[src/rtl/shift_seq_if.sv]
// shift_seq_if: request/result bundle for the multi-cycle shifter.
// The master drives the request; the slave (shift_seq) returns busy/done/out.
interface shift_seq_if;
    logic        start;
    logic [15:0] in;
    logic [1:0]  op;
    logic [3:0]  cnt;
    logic        busy;
    logic        done;
    logic [15:0] out;

    modport master (output start, output in, output op, output cnt,
                    input  busy,  input  done, input  out);
    modport slave  (input  start, input  in,  input  op,  input  cnt,
                    output busy,  output done, output out);
endinterface

[src/rtl/shift_seq.sv]
// shift_seq: multi-cycle 16-bit rotate/shift unit moving the word one bit per cycle.
// Optional macro SHIFT_SEQ_FAST8_EN: an amount with cnt[3] set takes an 8-bit first step.
module shift_seq #(
    parameter int WIDTH = 16
) (
    input  logic       clk,
    input  logic       rst,
    shift_seq_if.slave bus
);

    typedef enum logic [1:0] {
        IDLE  = 2'b00,
        SHIFT = 2'b01,
        DONE  = 2'b10
    } state_e;

    typedef enum logic [1:0] {
        OP_ROL = 2'b00,
        OP_SLL = 2'b01,
        OP_SRA = 2'b10,
        OP_SRL = 2'b11
    } op_e;

    state_e             state_r, state_next_s;
    op_e                op_r, op_next_s;
    logic [3:0]         rem_r, rem_next_s;
    logic [WIDTH-1:0]   work_r, work_next_s;
    logic [WIDTH-1:0]   out_r;
    logic               busy_r;
    logic               done_r;

    function automatic logic [WIDTH-1:0] step1(input logic [WIDTH-1:0] w, input op_e o);
        logic [WIDTH-1:0] r;
        case (o)
            OP_ROL:  r = {w[WIDTH-2:0], w[WIDTH-1]};
            OP_SLL:  r = {w[WIDTH-2:0], 1'b0};
            OP_SRA:  r = {w[WIDTH-1], w[WIDTH-1:1]};
            OP_SRL:  r = {1'b0, w[WIDTH-1:1]};
            default: r = w;
        endcase
        return r;
    endfunction

`ifdef SHIFT_SEQ_FAST8_EN
    function automatic logic [WIDTH-1:0] step8(input logic [WIDTH-1:0] w, input op_e o);
        logic [WIDTH-1:0] r;
        case (o)
            OP_ROL:  r = {w[WIDTH-9:0], w[WIDTH-1:WIDTH-8]};
            OP_SLL:  r = {w[WIDTH-9:0], 8'h00};
            OP_SRA:  r = {{8{w[WIDTH-1]}}, w[WIDTH-1:8]};
            OP_SRL:  r = {8'h00, w[WIDTH-1:8]};
            default: r = w;
        endcase
        return r;
    endfunction
`endif

    // Next-state, working word and remaining-count logic.
    always_comb begin
        state_next_s = state_r;
        op_next_s    = op_r;
        rem_next_s   = rem_r;
        work_next_s  = work_r;
        case (state_r)
            IDLE: begin
                if (bus.start) begin
                    work_next_s = bus.in;
                    op_next_s   = op_e'(bus.op);
                    rem_next_s  = bus.cnt;
                    if (bus.cnt != 4'd0) begin
                        state_next_s = SHIFT;
                    end else begin
                        state_next_s = DONE;
                    end
                end else begin
                    state_next_s = IDLE;
                end
            end
            SHIFT: begin
`ifdef SHIFT_SEQ_FAST8_EN
                // Only the first SHIFT cycle can see rem[3] set.
                if (rem_r[3]) begin
                    work_next_s = step8(work_r, op_r);
                    rem_next_s  = {1'b0, rem_r[2:0]};
                end else begin
                    work_next_s = step1(work_r, op_r);
                    rem_next_s  = rem_r - 4'd1;
                end
`else
                work_next_s = step1(work_r, op_r);
                rem_next_s  = rem_r - 4'd1;
`endif
                if (rem_next_s == 4'd0) begin
                    state_next_s = DONE;
                end else begin
                    state_next_s = SHIFT;
                end
            end
            DONE: begin
                state_next_s = IDLE;
            end
            default: begin
                state_next_s = IDLE;
            end
        endcase
    end

    // State, datapath and registered status outputs.
    always_ff @(posedge clk or posedge rst) begin
        if (rst) begin
            state_r <= IDLE;
            op_r    <= OP_ROL;
            rem_r   <= 4'd0;
            work_r  <= 16'h0000;
            out_r   <= 16'h0000;
            busy_r  <= 1'b0;
            done_r  <= 1'b0;
        end else begin
            state_r <= state_next_s;
            op_r    <= op_next_s;
            rem_r   <= rem_next_s;
            work_r  <= work_next_s;
            busy_r  <= (state_next_s == SHIFT);
            done_r  <= (state_next_s == DONE);
            // Result is published on entry to DONE and held otherwise.
            if (state_next_s == DONE) begin
                out_r <= work_next_s;
            end else begin
                out_r <= out_r;
            end
        end
    end

    assign bus.busy = busy_r;
    assign bus.done = done_r;
    assign bus.out  = out_r;

endmodule

[src/flat_wrapper.sv]
// flat-port wrapper written by rule: the top's interface ports become plain ports
module shift_seq_flat 
#(
    parameter int WIDTH = 16
)
  (clk, rst, bus_start, bus_in, bus_op, bus_cnt, bus_busy, bus_done, bus_out);
  shift_seq_if bus_i ();
  input  logic clk;
  input  logic rst;
  input wire logic [$bits(bus_i.start)-1:0] bus_start;
  input wire logic [$bits(bus_i.in)-1:0] bus_in;
  input wire logic [$bits(bus_i.op)-1:0] bus_op;
  input wire logic [$bits(bus_i.cnt)-1:0] bus_cnt;
  output wire logic [$bits(bus_i.busy)-1:0] bus_busy;
  output wire logic [$bits(bus_i.done)-1:0] bus_done;
  output wire logic [$bits(bus_i.out)-1:0] bus_out;
  assign bus_i.start = bus_start;
  assign bus_i.in = bus_in;
  assign bus_i.op = bus_op;
  assign bus_i.cnt = bus_cnt;
  assign bus_busy = bus_i.busy;
  assign bus_done = bus_i.done;
  assign bus_out = bus_i.out;
  shift_seq #(.WIDTH(WIDTH)) u_core (.clk(clk), .rst(rst), .bus(bus_i));
endmodule
[config.mk]
export PLATFORM = sky130hd
export DESIGN_NAME = shift_seq_flat
export DESIGN_NICKNAME = d
export VERILOG_FILES = /design/src/rtl/shift_seq_if.sv /design/src/rtl/shift_seq.sv /design/src/flat_wrapper.sv
export SDC_FILE = /design/constraint.sdc
export NUM_CORES = 1
export LEC_CHECK = 0
export CAP_MARGIN = 20
export CORE_MARGIN = 2
export CORE_UTILIZATION = 50
export DETAILED_ROUTE_END_ITERATION = 7
export DONT_BUFFER_PORTS = 1
export PLACE_DENSITY_LB_ADDON = 0.05
export SKIP_CTS_REPAIR_TIMING = 1
export SLEW_MARGIN = 20
export SYNTH_ARGS = -nofsm -noshare
export SYNTH_HDL_FRONTEND = slang
export SYNTH_SLANG_ARGS = --single-unit
[constraint.sdc]
create_clock -name clk -period 4.27 [get_ports clk]
set_input_delay 0.6405 -clock clk [delete_from_list [all_inputs] [get_ports clk]]
set_output_delay 0.6405 -clock clk [all_outputs]
set_load 0.01 [all_outputs]
==> reports/metrics.yaml, run 1 <==
outcome:
  status: "finished clean"
route:
  wl_um: 3946
  drt-vias-per-instance: 5.900
  detail-route-antenna-nets: 0
  via_count: 1351
  drt_iter0_drc: 63
  wl_per_cell_um: 17.23
  dr.pass1.iters: 4
  drc: 0
clock_tree:
  clock-sinks: 42
  clk_latency_ns: 0.29
  numCtsBuffers: 5
  h-tree-depth: 2
  clkTransAtPathRegs_ns: 0.08
  clockBufferDepth: 2
  cts_tree: "yes"
  root_buffer: "clkbuf_8"
place:
  hpwl_um: 2738
  gp_congestion: 0.7797
  port_buffers: 0
sta:
  finClkSkew_ns: 0.006674
  tns_ns: 0
  rsz0062_at_grt: "false"
  slew_headroom_pct: 38.26
  slew_violations: 0
  min_period_over_period_pct: 62.59
  worstMarginPinSlew_ns: 0.9260
  hold_viol: 0
  fmax_ghz: 0.3742
  setup_viol: 0
  layout_min_cycle_time_ns: 2.673
pwr:
  p_leak_nw: 0.9441
  ir_drop_v: 0.0004082
  power.density_nw_per_um2: 873.0
finish:
  layout.nets: 205
  antenna_cells: 0
  drive_gt1_share_pct: 16.20
  syn2layout_area_growth_pct: 5.400
  mostFrequentLayoutCells: "dfrtp_1 (42), a21oi_1 (23), nor2_1 (21)"
  layout_commonest_cell: "dfrtp_1"
  fin_util_pct: 54.73
global_routing:
  grt_usage_pct: 19.12
  grt_pass1_vias: 1369
  overflow: 0
  grt_max_degree: 43
  antenna_found_initial: 0
  grt_first_pass_wirelength_um: 6451
die:
  core_um2: 3971
  initial_utilization_pct: 51.92
  ios: 43
  die-height_um: 68.22
  dieArea_um2: 4654
  die_width_um: 68.22
  rows: 23
job:
  maxCapViolations: 0
synthesis:
  ys_ff_latch: 42
  ys_warn_count: 0
  synth.distinct_cells: 28
  netlist_area_um2: 2062
  syn_area_per_cell_um2: 11.46
  synthCells: 180
  ys_seq_area_share_pct: 50.97
  synth_fp_nets: 207
setup_path:
  reg2reg_depth: 6
  cp_data_arrival_time_ns: 2.85
  cp-end-kind: "flop"
  crit_type: "flop to flop"
  required_ns: 4.45
  startpoint_type: "flop"
  crit_fanout: 25
  rrSetupSlack_ns: 1.60
  reg2reg_from: "u_core.state_r[0]"
  r2r-end: "u_core.bus.out[9]"
worst_hold_path:
  hp-class: "input port to asynchronous set/reset pin"
-- synthesized netlist by cell type --
library cell   n  area [um^2]
buf_6          1        11.26
nand2_1        2        7.510
a21oi_1       23        115.1
mux2_4         8        120.1
nand2b_1       2        12.51
buf_2          3        15.01
o311a_1        1        10.01
o32ai_1        2        17.52
buf_4          3        22.52
nor2_1        21        78.83
ha_1           2        25.02
o21bai_1       1        7.510
buf_12         1        20.02
mux2_2        10        112.6
or4_4          1        11.26
o21ai_0        3        15.01
nand3b_1       3        22.52
a21o_1         1        7.510
nor3_1         3        15.01
inv_1          6        22.52
a31oi_1        1        6.260
o31ai_1        1        7.510
nor3b_1        1        7.510
o22a_1        17        148.9
clkbuf_1       5        18.77
dfrtp_1       42         1051
or3_1          2        12.51
mux2i_1       14        140.1
-- state kept, by name, summed over array words and instances (netlist names) --
name / cells
u_core.bus.out: 16
u_core.state_r: 2
u_core.bus.busy: 1
u_core.rem_r: 4
u_core.work_r: 16
u_core.bus.done: 1
u_core.op_r: 2
-- per-layer routing --
layer	GRT usage [%]	up-vias	wire (um)
li1	-	645	-
met1	23.73	650	1672
met2	29.13	44	1844
met3	7.895	12	324
met4	8.500	0	106
met5	0	-	0
-- worst max path at each step --
stage                           start                  to
floorplan                  bus_cnt[1]   u_core.bus.out[0]
global placement    u_core.state_r[0]  u_core.bus.out[12]
detailed placement  u_core.state_r[0]   u_core.bus.out[9]
CTS                 u_core.state_r[0]   u_core.bus.out[9]
global route        u_core.state_r[0]   u_core.bus.out[9]
finish              u_core.state_r[0]   u_core.bus.out[9]
-- worst max-delay path, cell delays in order (launching register included) --
cell and delay [ns]:
dfrtp_1 0.34, buf_4 0.26, nand2b_1 0.64, or3_1 0.21
o311a_1 0.46, buf_4 0.30, mux2_2 0.35
-- power by group --
group	total (mW)	internal, mW	switching, mW	leakage (nW)
logic	0.752	0.422	0.330	0.415
clock network	0.307	0.175	0.132	0.0524
registers	0.839	0.601	0.237	0.477
-- logic make-up (layout without fill, tap and decap cells) --
kind of cell	Yosys count	in the layout	synth area share (%)
compound gates	50	50	16.26
flops	42	42	50.97
simple gates	35	35	8.131
mux	32	32	18.08
buf+inv	19	18	5.340
fa+ha+maj	2	2	1.213
-- area by class of cell --
cell class	instances	area [um^2]
Tap cell	50	62.56
Sequential cell	42	1051
Fill cell	354	1798
Inverter	6	22.52
Clock inverter	1	30.03
Clock buffer	7	76.32
Multi-Input combinational cell	119	900.9
Timing Repair Buffer	4	30.03
-- through the flow --
stage	setup slack, ns	std cells	area (um^2)	power (mW)	hold WS [ns]
floorplan	2.011	180	2062	1.459	0.4954
global placement	1.648	221	2067	1.581	0.5378
detailed placement	1.564	221	2067	1.602	0.5376
CTS	1.559	229	2173	1.911	0.3663
global route	1.441	229	2173	2.050	0.3801
finish	1.597	229	2173	1.897	0.3466
Power figures use the tool's default switching activity.
==> inputs of run 2 (changes only) <==
Clock period 4.27 ns to 2.3 ns, I/O delays scaled along.
==> run 2 against run 1 <==
Effect of this change: die area did not move; critical path type unchanged; via count up 2.1%; combinational power grew 89%; clock power grew 60%; first-iteration DRC count grew 73%; flip-flop and latch count unchanged; global-route usage rose by 1.0 points; critical path depth rose by 2; worst hold slack got worse by 0.29 ns.
==> reports/metrics.yaml, run 2 (synthesis results as in run 1) <==
clock_tree:
  root_buffer: "clkbuf_8"
  clkTransAtPathRegs_ns: 0.08
  numCtsBuffers: 5
  clock-sinks: 42
  clockBufferDepth: 2
  clk_latency_ns: 0.29
  h-tree-depth: 2
  cts_tree: "yes"
finish:
  mostFrequentLayoutCells: "dfrtp_1 (42), a21oi_1 (23), nor2_1 (21)"
  layout.nets: 208
  syn2layout_area_growth_pct: 5.764
  antenna_cells: 0
  drive_gt1_share_pct: 18.13
  layout_commonest_cell: "dfrtp_1"
setup_path:
  crit_fanout: 11
  cp_data_arrival_time_ns: 2.25
  rrSetupSlack_ns: 0.23
  critPathSlowestCell: "dfrtp_1"
  cp-end-kind: "flop"
  required_ns: 2.48
  r2r-end: "u_core.bus.out[7]"
  crit_chain: "inv_1 > ha_1 > nor2_1 > o21ai_0 > a21o_1 > o311a_1 > buf_4 > mux2_4"
  crit_cells: 8
  startpoint_type: "flop"
  crit_type: "flop to flop"
  max_stage_delay_ns: 0.43
  reg2reg_from: "u_core.rem_r[0]"
  path_buf_inv: 2
  reg2reg_depth: 8
  critPathTopFamily: "compound AO/OA/AOI/OAI gates"
  crit_path_start: "u_core.rem_r[0]"
  crit_end: "u_core.bus.out[7]"
place:
  gp_congestion: 0.7352
  hpwl_um: 2837
  port_buffers: 0
  place_ws_ns: 0.2525
route:
  drc: 0
  detail-route-antenna-nets: 0
  dr.pass1.iters: 4
  drt_iter0_drc: 109
  wl_per_cell_um: 18.24
  wl_um: 4231
  via_count: 1379
  drt-vias-per-instance: 5.944
sta:
  min_period_over_period_pct: 89.84
  worstMarginPinSlew_ns: 0.8733
  hold_viol: 0
  rsz0062_at_grt: "false"
  fin_ws_ns: 0.2336
  setup_viol: 0
  fmax_ghz: 0.4839
  layout_min_cycle_time_ns: 2.066
  slew_headroom_pct: 41.78
  tns_ns: 0
  finClkSkew_ns: 0.008001
  slew_violations: 0
die:
  die_width_um: 68.22
  rows: 23
  initial_utilization_pct: 51.92
  core_um2: 3971
  die-height_um: 68.22
  ios: 43
  dieArea_um2: 4654
pwr:
  pwr-share-seq_pct: 45.2
  power.density_nw_per_um2: 1599
  switching_share_pct: 38.16
  power_frac_comb_pct: 40.8
  intPower_mw: 2.157
  p_leak_nw: 0.9537
  ir_drop_v: 0.0007044
  netSwitchingPower_mw: 1.331
  clockPowerShare_pct: 14.1
global_routing:
  grt_first_pass_wirelength_um: 6755
  grt_max_degree: 43
  antenna_found_initial: 0
  overflow: 0
  grt_usage_pct: 20.13
  grt_pass1_vias: 1384
job:
  maxCapViolations: 0
worst_hold_path:
  hp-class: "input port to asynchronous set/reset pin"
outcome:
  status: "finished clean"
==> run 2: final cells by class <==
cell class,instances,area [um^2]
fill,351,1790
clock buffer,7,86.33
clock inverter,1,5.005
inverter,6,22.52
sequential,42,1051
multi-input combinational,119,900.9
tap,50,62.56
timing repair buffer,7,52.55
==> run 2: stage by stage <==
step	total power, mW	hold slack [ns]	instance area [um^2]	util (%)	std cells
after CTS	3.513	0.07136	2181	54.91	232
after detailed placement	3.013	0.3953	2090	52.62	224
after floorplan	2.709	0.4954	2062	-	180
final	3.488	0.06079	2181	54.91	232
after global placement	2.955	0.3893	2090	52.62	224
after global routing	3.746	0.09262	2181	54.91	232
==> run 2: power by group through the flow <==
stage                     registers [mW]  clock network, mW  logic (mW)
after floorplan                     1.39                  0        1.32
after global placement              1.57                  0        1.38
after detailed placement            1.59                  0        1.43
after CTS                           1.58              0.500        1.44
after global routing                1.63              0.530        1.58
final                               1.58              0.491        1.42
==> run 2: per-layer routing <==
layer / track usage [%] / vias to the layer above / wire length [um]
met3: 7.895 / 11 / 306
met4: 7.750 / 0 / 85
met2: 31.55 / 46 / 2057
li1: - / 650 / -
met5: 0 / - / 0
met1: 24.97 / 672 / 1782
==> run 2: worst min-delay path by stage <==
stage                             end  slack [ns]  depth (start not counted)
floorplan              u_core.op_r[0]        0.50                          1
global placement    u_core.bus.out[5]        0.39                          2
detailed placement  u_core.bus.out[5]        0.40                          2
CTS                 u_core.bus.out[5]        0.07                          2
global route        u_core.bus.out[3]        0.09                          2
finish              u_core.bus.out[6]        0.06                          2
==> run 2: worst reg2reg max path, delay by kind of cell (launching register included) <==
family	cells	cell delay, ns
AOI/OAI and AO/OA	3	0.60
adders and majority gates	1	0.22
buffers and inverters	2	0.27
DFF	1	0.43
muxes	1	0.31
and+or+nand+nor	1	0.13
